## src/rtl/fb_scanout.sv

```systemverilog
// ---------------------------------------------------------------------------
// fb_scanout
//   Raster scanout engine. Walks a horizontal/vertical timing grid, issues
//   framebuffer read addresses for the visible area, and emits registered
//   RGB888 pixels with matching sync and data-enable signals. A frame that
//   has started always runs to its end, even if enable drops part-way.
//
// Ports
//   clk          in   1   single clock, everything updates on the rising edge
//   rst          in   1   synchronous, active-high reset
//   enable       in   1   scanout permitted (from the rasterizer write_done)
//   fb_raddr     out  19  framebuffer read address (combinational)
//   fb_rdata     in   24  framebuffer read data, one cycle after fb_raddr
//   pixel        out  24  RGB888 pixel, black outside the active area
//   counterX     out  10  x of the pixel currently presented
//   counterY     out  10  y of the pixel currently presented
//   de           out  1   data enable, high for visible pixels
//   hsync        out  1   horizontal sync, active-low
//   vsync        out  1   vertical sync, active-low
//   frame_done   out  1   one-cycle pulse with the last pixel of a frame
//   frame_count  out  16  number of completed frames, wraps at 65535
// ---------------------------------------------------------------------------
module fb_scanout #(
    parameter int H_ACTIVE = 640,
    parameter int H_FP     = 16,
    parameter int H_SYNC   = 96,
    parameter int H_BP     = 48,
    parameter int V_ACTIVE = 480,
    parameter int V_FP     = 10,
    parameter int V_SYNC   = 2,
    parameter int V_BP     = 33
) (
    input  logic        clk,
    input  logic        rst,
    input  logic        enable,
    output logic [18:0] fb_raddr,
    input  logic [23:0] fb_rdata,
    output logic [23:0] pixel,
    output logic [9:0]  counterX,
    output logic [9:0]  counterY,
    output logic        de,
    output logic        hsync,
    output logic        vsync,
    output logic        frame_done,
    output logic [15:0] frame_count
);

    localparam int H_TOTAL = H_ACTIVE + H_FP + H_SYNC + H_BP;
    localparam int V_TOTAL = V_ACTIVE + V_FP + V_SYNC + V_BP;
    localparam int HW      = $clog2(H_TOTAL);
    localparam int VW      = $clog2(V_TOTAL);

    typedef enum logic [0:0] {
        ST_IDLE = 1'b0,
        ST_RUN  = 1'b1
    } state_t;

    state_t          state_r;
    state_t          state_nxt_s;
    logic [HW-1:0]   h_r;
    logic [HW-1:0]   h_nxt_s;
    logic [VW-1:0]   v_r;
    logic [VW-1:0]   v_nxt_s;

    logic            run_s;
    logic            h_last_s;
    logic            v_last_s;
    logic            active0_s;
    logic            hsync0_s;
    logic            vsync0_s;
    logic            frame_end0_s;

    logic            active_d1_r;
    logic            hsync_d1_r;
    logic            vsync_d1_r;
    logic            frame_end_d1_r;
    logic [HW-1:0]   h_d1_r;
    logic [VW-1:0]   v_d1_r;

    logic [23:0]     pixel_r;
    logic [9:0]      counter_x_r;
    logic [9:0]      counter_y_r;
    logic            de_r;
    logic            hsync_r;
    logic            vsync_r;
    logic            frame_done_r;
    logic [15:0]     frame_count_r;

    assign run_s    = (state_r == ST_RUN);
    assign h_last_s = (h_r == HW'(H_TOTAL - 1));
    assign v_last_s = (v_r == VW'(V_TOTAL - 1));

    // State and raster counter registers
    always_ff @(posedge clk) begin
        if (rst) begin
            state_r <= ST_IDLE;
            h_r     <= '0;
            v_r     <= '0;
        end else begin
            state_r <= state_nxt_s;
            h_r     <= h_nxt_s;
            v_r     <= v_nxt_s;
        end
    end

    // Next-state and counter advance; leaving RUN only at the frame boundary
    always_comb begin
        state_nxt_s = state_r;
        h_nxt_s     = h_r;
        v_nxt_s     = v_r;
        case (state_r)
            ST_IDLE: begin
                h_nxt_s = '0;
                v_nxt_s = '0;
                if (enable) begin
                    state_nxt_s = ST_RUN;
                end else begin
                    state_nxt_s = ST_IDLE;
                end
            end
            ST_RUN: begin
                if (h_last_s) begin
                    h_nxt_s = '0;
                    if (v_last_s) begin
                        v_nxt_s = '0;
                        if (enable) begin
                            state_nxt_s = ST_RUN;
                        end else begin
                            state_nxt_s = ST_IDLE;
                        end
                    end else begin
                        v_nxt_s = v_r + VW'(1'b1);
                    end
                end else begin
                    h_nxt_s = h_r + HW'(1'b1);
                end
            end
            default: begin
                state_nxt_s = ST_IDLE;
                h_nxt_s     = '0;
                v_nxt_s     = '0;
            end
        endcase
    end

    // Stage-0 decode of the raster position; everything inactive in IDLE
    always_comb begin
        active0_s    = run_s && (int'(h_r) < H_ACTIVE) && (int'(v_r) < V_ACTIVE);
        hsync0_s     = !(run_s && (int'(h_r) >= H_ACTIVE + H_FP)
                                && (int'(h_r) <  H_ACTIVE + H_FP + H_SYNC));
        vsync0_s     = !(run_s && (int'(v_r) >= V_ACTIVE + V_FP)
                                && (int'(v_r) <  V_ACTIVE + V_FP + V_SYNC));
        frame_end0_s = run_s && h_last_s && v_last_s;
        if (active0_s) begin
            // Row stride is the visible width; the peak value fits 19 bits
            fb_raddr = (19'(v_r) * 19'(H_ACTIVE)) + 19'(h_r);
        end else begin
            fb_raddr = 19'd0;
        end
    end

    // Stage 1: delay timing by one cycle to line up with fb_rdata
    always_ff @(posedge clk) begin
        if (rst) begin
            active_d1_r    <= 1'b0;
            hsync_d1_r     <= 1'b1;
            vsync_d1_r     <= 1'b1;
            frame_end_d1_r <= 1'b0;
            h_d1_r         <= '0;
            v_d1_r         <= '0;
        end else begin
            active_d1_r    <= active0_s;
            hsync_d1_r     <= hsync0_s;
            vsync_d1_r     <= vsync0_s;
            frame_end_d1_r <= frame_end0_s;
            h_d1_r         <= h_r;
            v_d1_r         <= v_r;
        end
    end

    // Stage 2: registered outputs, pixel blanked outside the active area
    always_ff @(posedge clk) begin
        if (rst) begin
            pixel_r       <= 24'h000000;
            counter_x_r   <= 10'd0;
            counter_y_r   <= 10'd0;
            de_r          <= 1'b0;
            hsync_r       <= 1'b1;
            vsync_r       <= 1'b1;
            frame_done_r  <= 1'b0;
            frame_count_r <= 16'd0;
        end else begin
            if (active_d1_r) begin
                pixel_r <= fb_rdata;
            end else begin
                pixel_r <= 24'h000000;
            end
            counter_x_r  <= 10'(h_d1_r);
            counter_y_r  <= 10'(v_d1_r);
            de_r         <= active_d1_r;
            hsync_r      <= hsync_d1_r;
            vsync_r      <= vsync_d1_r;
            frame_done_r <= frame_end_d1_r;
            if (frame_end_d1_r) begin
                frame_count_r <= frame_count_r + 16'd1;
            end else begin
                frame_count_r <= frame_count_r;
            end
        end
    end

    assign pixel       = pixel_r;
    assign counterX    = counter_x_r;
    assign counterY    = counter_y_r;
    assign de          = de_r;
    assign hsync       = hsync_r;
    assign vsync       = vsync_r;
    assign frame_done  = frame_done_r;
    assign frame_count = frame_count_r;

endmodule

```

## config.mk

```make
export PLATFORM = sky130hd
export DESIGN_NAME = fb_scanout
export DESIGN_NICKNAME = d
export VERILOG_FILES = /design/src/rtl/fb_scanout.sv
export SDC_FILE = /design/constraint.sdc
export NUM_CORES = 1
export LEC_CHECK = 0
export CAP_MARGIN = 25
export CORE_ASPECT_RATIO = 0.75
export CORE_UTILIZATION = 49
export CTS_CLUSTER_DIAMETER = 60
export DETAILED_ROUTE_END_ITERATION = 6
export GPL_TIMING_DRIVEN = 0
export PLACE_DENSITY = 0.81
export SETUP_SLACK_MARGIN = 0.05
export SLEW_MARGIN = 20
export SYNTH_ARGS = -nofsm -noshare
export SYNTH_HDL_FRONTEND = slang
export SYNTH_SLANG_ARGS = --single-unit
```

## constraint.sdc

```tcl
create_clock -name clk -period 4 [get_ports clk]
set_input_delay 0.8 -clock clk [delete_from_list [all_inputs] [get_ports clk]]
set_output_delay 0.8 -clock clk [all_outputs]
set_load 0.02 [all_outputs]
```

# Yosys cells after proc, flatten, opt, wreduce, memory -nomap -nowiden
# Cells that the tools add are included.
word_totals:
  reg_bits: 109
  input_bits: 27
  out_inout_bits: 83
  word_cells: 54
op_classes:
  add_sub_neg: 4
  n_mul: 1
  magnitude_cmp: 6
  n_eq_ne: 3
  n_mux: 10
  bitwise_logic: 2
  reduce_logical: 11
ops:
  columns: ["operator", "n"]
  rows:
  - ["$pmux 10 s2", 2]
  - ["$mux 10", 3]
  - ["$add 10x1->10 const B", 2]
  - ["$eq 10x10->1 const B", 2]
  - ["$lt 10x10->1 const B", 2]
  - ["$lt 10x9->1 const B", 2]
  - ["$add 19x10->19", 1]
  - ["$mux 19", 1]
  - ["$add 16x1->16 const B", 1]
  - ["$mul 10x3->12 const B", 1]
  - ["$ge 10x10->1 const B", 1]
  - ["$ge 10x9->1 const B", 1]
  - ["$logic_and 1x1->1", 8]
  - ["$mux 1", 3]
  - ["$logic_not 1->1", 2]
  - ["$ne 2x1->1 const B", 1]
  - ["$not 1->1", 2]
  - ["$pmux 1 s2", 1]
  - ["$reduce_or 2->1", 1]

# Logic depth before layout (Yosys ltp)
depth:
  depth_word: 4
  mapped_depth: 9
  depth_no_buf: 9

# Least setup slack after synthesis
# OpenSTA, ideal clock, no wires.
synth_timing:
  kind: "reg-to-output"
  from: "register v_r[1]"
  to: "output port fb_raddr[18]"
  arrival_ns: 2.884
  required_ns: 3.200
  slack_ns: 0.316
  path_stages_with_launch: 10
  n_path_buf: 0
  path_cell_list: "dfxtp_1 ha_1 ha_1 fa_1 a21oi_2 o21bai_1 xor2_1 nand4_2 or4_1 a21oi_1"
synth_via:
  elab_chain_len: 3
  word_cells_on_any_way: 5
  cone_classes: "add/sub: 1; mul: 1; order compare: 1; mux: 1; reduce/logical: 1"
synth_lines:
  columns: ["item", "line_no", "text"]
  rows:
  - ["start: declaration", "62", "logic [VW-1:0] v_r;"]
  - ["start signal: assignment", "102", "v_r <= v_nxt_s;"]
  - ["$mul 10x3->12 or $lt 10x9->1 (tied branches)", "156, 148", null]
  - ["$add 19x10->19 or $logic_and 1x1->1 (tied branches)", "156, 148", null]
  - ["$mux 19 (*)", "154", "if (active0_s) begin"]
  - ["end: declaration", "36", "output logic [18:0] fb_raddr,"]
# Every way passes the cells marked *; elsewhere a longest branch is shown, timed or not.

# Worst setup path after layout
# Same ends and word-level chain as after synthesis.

==> impl_metrics.tcl <==
set metrics [dict create \
    reg2reg_depth 8 \
    hold_class "register to register" \
    r2r_end "v_r[9]" \
    min_period_over_period 0.9569 \
    whs_ns 0.4071 \
    grt_max_degree 22 \
    min_to "vsync" \
    crit_slowest_cell "fa_2" \
    hold_buffers 0 \
    initial_core_util 0.5138 \
    drt_first_pass_iters 6 \
    root_buffer "clkbuf_16" \
    fillers 647 \
    via_count 3507 \
    antenna-diode-count 0 \
    synth_compound_area_frac 0.06148 \
    ys_types 54 \
    place_hpwl_um 7160 \
    yosysWarningCount 0 \
    drt_iter0_drc 206 \
    synth-main-ff-cell "dfxtp_1" \
    synth_common_cells "109 x dfxtp_1, 48 x nor2_1, 39 x nor2b_1" \
    worstPathArrival_ns 3.03 \
    drv_cap 0 \
    routedWlPerCell_um 14.05 \
    die_h_um 84.41 \
    synth_fa_ha_area_frac 0.07671 \
    end_kind "output pin" \
    p_leak_nw 2.424 \
    grt_first_pass_wirelength_um 15640 \
    grt_antenna_before_repair 0 \
    hold_viol 0 \
    timing.fmax_mhz 261.3 \
    worst_slack_ns 0.1726 \
    path_buf_inv 1 \
    crit_type "register to output pin" \
    area_growth_pct 37.37 \
    startpoint_type "register" \
    grt_setup_unrepaired "no" \
    drt-total-wl_um 9694 \
    cts_max_level 3 \
    cp_cell_sequence "ha_4, ha_4, fa_2, nand2_2, nor3_4, nand4_2, or4_4, a21oi_2, buf_4" \
    powerDensity_mw_per_mm2 335.4 \
    pre_cts_ws_ns -0.4078 \
    die-area_sq_mm 0.009443 \
    worstPathMaxFanout 5 \
    cts.reportedPaths.clkPinSlew_ns 0.08 \
    yosys.area_share.simple 0.2719 \
    synth_async_sr_flop_share 0 \
    drc 16 \
    path_common_cell "ha_4" \
    core_sq_mm 0.008636 \
    fp-row-count 29 \
    grt_pass1_vias 3279 \
    avgSynthCellArea_sq_um 9.773 \
    synth_top_family_by_area "simple AND/OR/NAND/NOR gates" \
    synthCells 454 \
    yosysTopAreaCell "dfxtp_1" \
    io_buffer_count 108 \
    ys_seq_area_frac 0.4918 \
    multiInputGateArea_sq_mm 0.002253 \
    gp_congestion 0.8464 \
    die_w_um 111.9 \
    setup_viol 0 \
    worst_pin_slew_ns 0.5550 \
    clock-sinks 109 \
    cts_tree "yes" \
    r2r_start "h_r[0]" \
    worstHoldStart "vsync_d1_r" \
    register_area_sq_mm 0.002201 \
    synth_xor_area_frac 0.07107 \
    synth.top_cell.area_share 0.4918 \
    grt_util_all_layers 0.2094 \
    vdd_drop_max_uv 281.2 \
    fin_crit_ns 3.827 \
    clk_latency_ns 0.35 \
    relSlewSlack 0.6300 \
    syn-num-nets 507 \
    ios 110 \
    clockBufferDepth 2 \
    slowest_delay_ns 0.59 \
    fin_setup_tns_ns 0 \
    layout.nets 630 \
    synth-seq-cells 109 \
    layout-drive-gt1-share 0.1031 \
    violations "design-rule violations" \
    yosys-top-cells-area "dfxtp_1 49%, ha_1 6.8%, nor2b_1 5.5%" \
    layout.cells.non_filler 690 \
    synth-edff-count 0 \
    worstPathRequired_ns 3.20 \
    power.total_mw 2.044 \
    syn_area_sq_mm 0.004437 \
    crit_family "adder cells" \
    slew_violations 0 \
    yosysMostFrequentCell "dfxtp_1" \
    grt_overflow 0 \
    whs_path_depth 1 \
    synthMuxAreaShare 0.004794 \
    fin_skew_ns 0.01162 \
    r2r_slack_ns 1.80 \
    vias_per_cell 5.083 \
    cts_buffers 9 \
    antenna_left 0 \
    status "complete, but fails checks" \
    placed_cells 670 \
]
## worst max-delay path by stage
| stage | from | end | slack (ns) | cells past startpoint |
|---|---|---|---|---|
| global placement | v_r[1] | fb_raddr[18] | -0.32 | 10 |
| global route | v_r[2] | fb_raddr[18] | 0.06 | 9 |
| finish | v_r[1] | fb_raddr[18] | 0.17 | 9 |
| detailed placement | v_r[1] | fb_raddr[18] | -0.41 | 10 |
| floorplan | v_r[1] | fb_raddr[18] | 0.32 | 9 |
| CTS | v_r[1] | fb_raddr[18] | 0.005 | 10 |
## area by class of cell
| class | count | area share |
|---|---|---|
| clock inverters | 7 | 0.01273 |
| flip-flops and latches | 109 | 0.3611 |
| inverters | 8 | 0.004927 |
| multi-input cells | 321 | 0.3697 |
| repair buffers | 112 | 0.1811 |
| plain buffers | 16 | 0.01129 |
| clock buffers | 9 | 0.03695 |
| well taps | 108 | 0.02217 |
## registers in the layout, indices dropped and copies added (netlist names)
register        count
de                  1
active_d1_r         1
pixel              24
h_r                10
v_d1_r             10
hsync               1
h_d1_r             10
vsync_d1_r          1
vsync               1
frame_count        16
frame_end_d1_r      1
hsync_d1_r          1
run_s               1
v_r                10
frame_done          1
counterX           10
counterY           10
## per-layer routing
layer	GRT usage	part of all wire	vias up	routed length [um]
met2	0.3326	0.45	124	4323
met5	0	0	-	0
met3	0.05126	0.067	16	653
met4	0.08354	0.018	0	172
li1	-	-	1775	-
met1	0.2752	0.47	1592	4544
## per-stage QoR
step | util | cell area [sq um]
2_1_floorplan | - | 4437
3_3_place_gp | 0.6546 | 5653
3_5_place_dp | 0.6546 | 5653
4_1_cts | 0.6931 | 5986
5_1_grt | 0.7057 | 6095
6_report | 0.7057 | 6095
## report_power, final
group | switching, mW | internal (mW)
clock | 0.428 | 0.444
combinational | 0.0383 | 0.0394
sequential | 0.00388 | 1.09
## layout by cell type (no fill, tap or decap), types with 5 or more instances in the layout
cell             count
dfxtp_2              6
and3_1               7
dfxtp_1            100
xnor2_1             10
ha_1                19
nand4_1              9
clkbuf_1            12
nand3_1             18
and2_1              33
o21ai_0             18
clkdlybuf4s50_1    103
xor2_1              24
a21oi_1              5
inv_1                7
buf_4                7
nand2_1             23
clkbuf_16            9
nor2_1              48
nor2b_1             39
## logic make-up (layout without fill, tap and decap cells)
kind of cell | after synthesis | count (layout)
adders and majority gates | 26 | 26
muxes | 2 | 2
and+or+nand+nor | 213 | 213
AOI/OAI and AO/OA | 44 | 44
buffers and inverters | 24 | 152
xor gates and xnor gates | 36 | 36
DFF | 109 | 109
## worst register-to-register path, cell delays in order (launching register included)
cell and delay, ns:
dfxtp_1 0.42, ha_1 0.26, and4_1 0.30, nand3_1 0.17
or3b_1 0.42, buf_4 0.18, inv_2 0.11, o21ai_0 0.09
a31oi_1 0.17
## what timing repair did
item / in CTS / in global routing
setup buffers: 1 / 3
cloned: 0 / 0
gates resized for setup: 18 / 19
setup endpoints to repair: 6 / 3
pin swaps: 1 / 7
(Power assumes the default switching activity.)
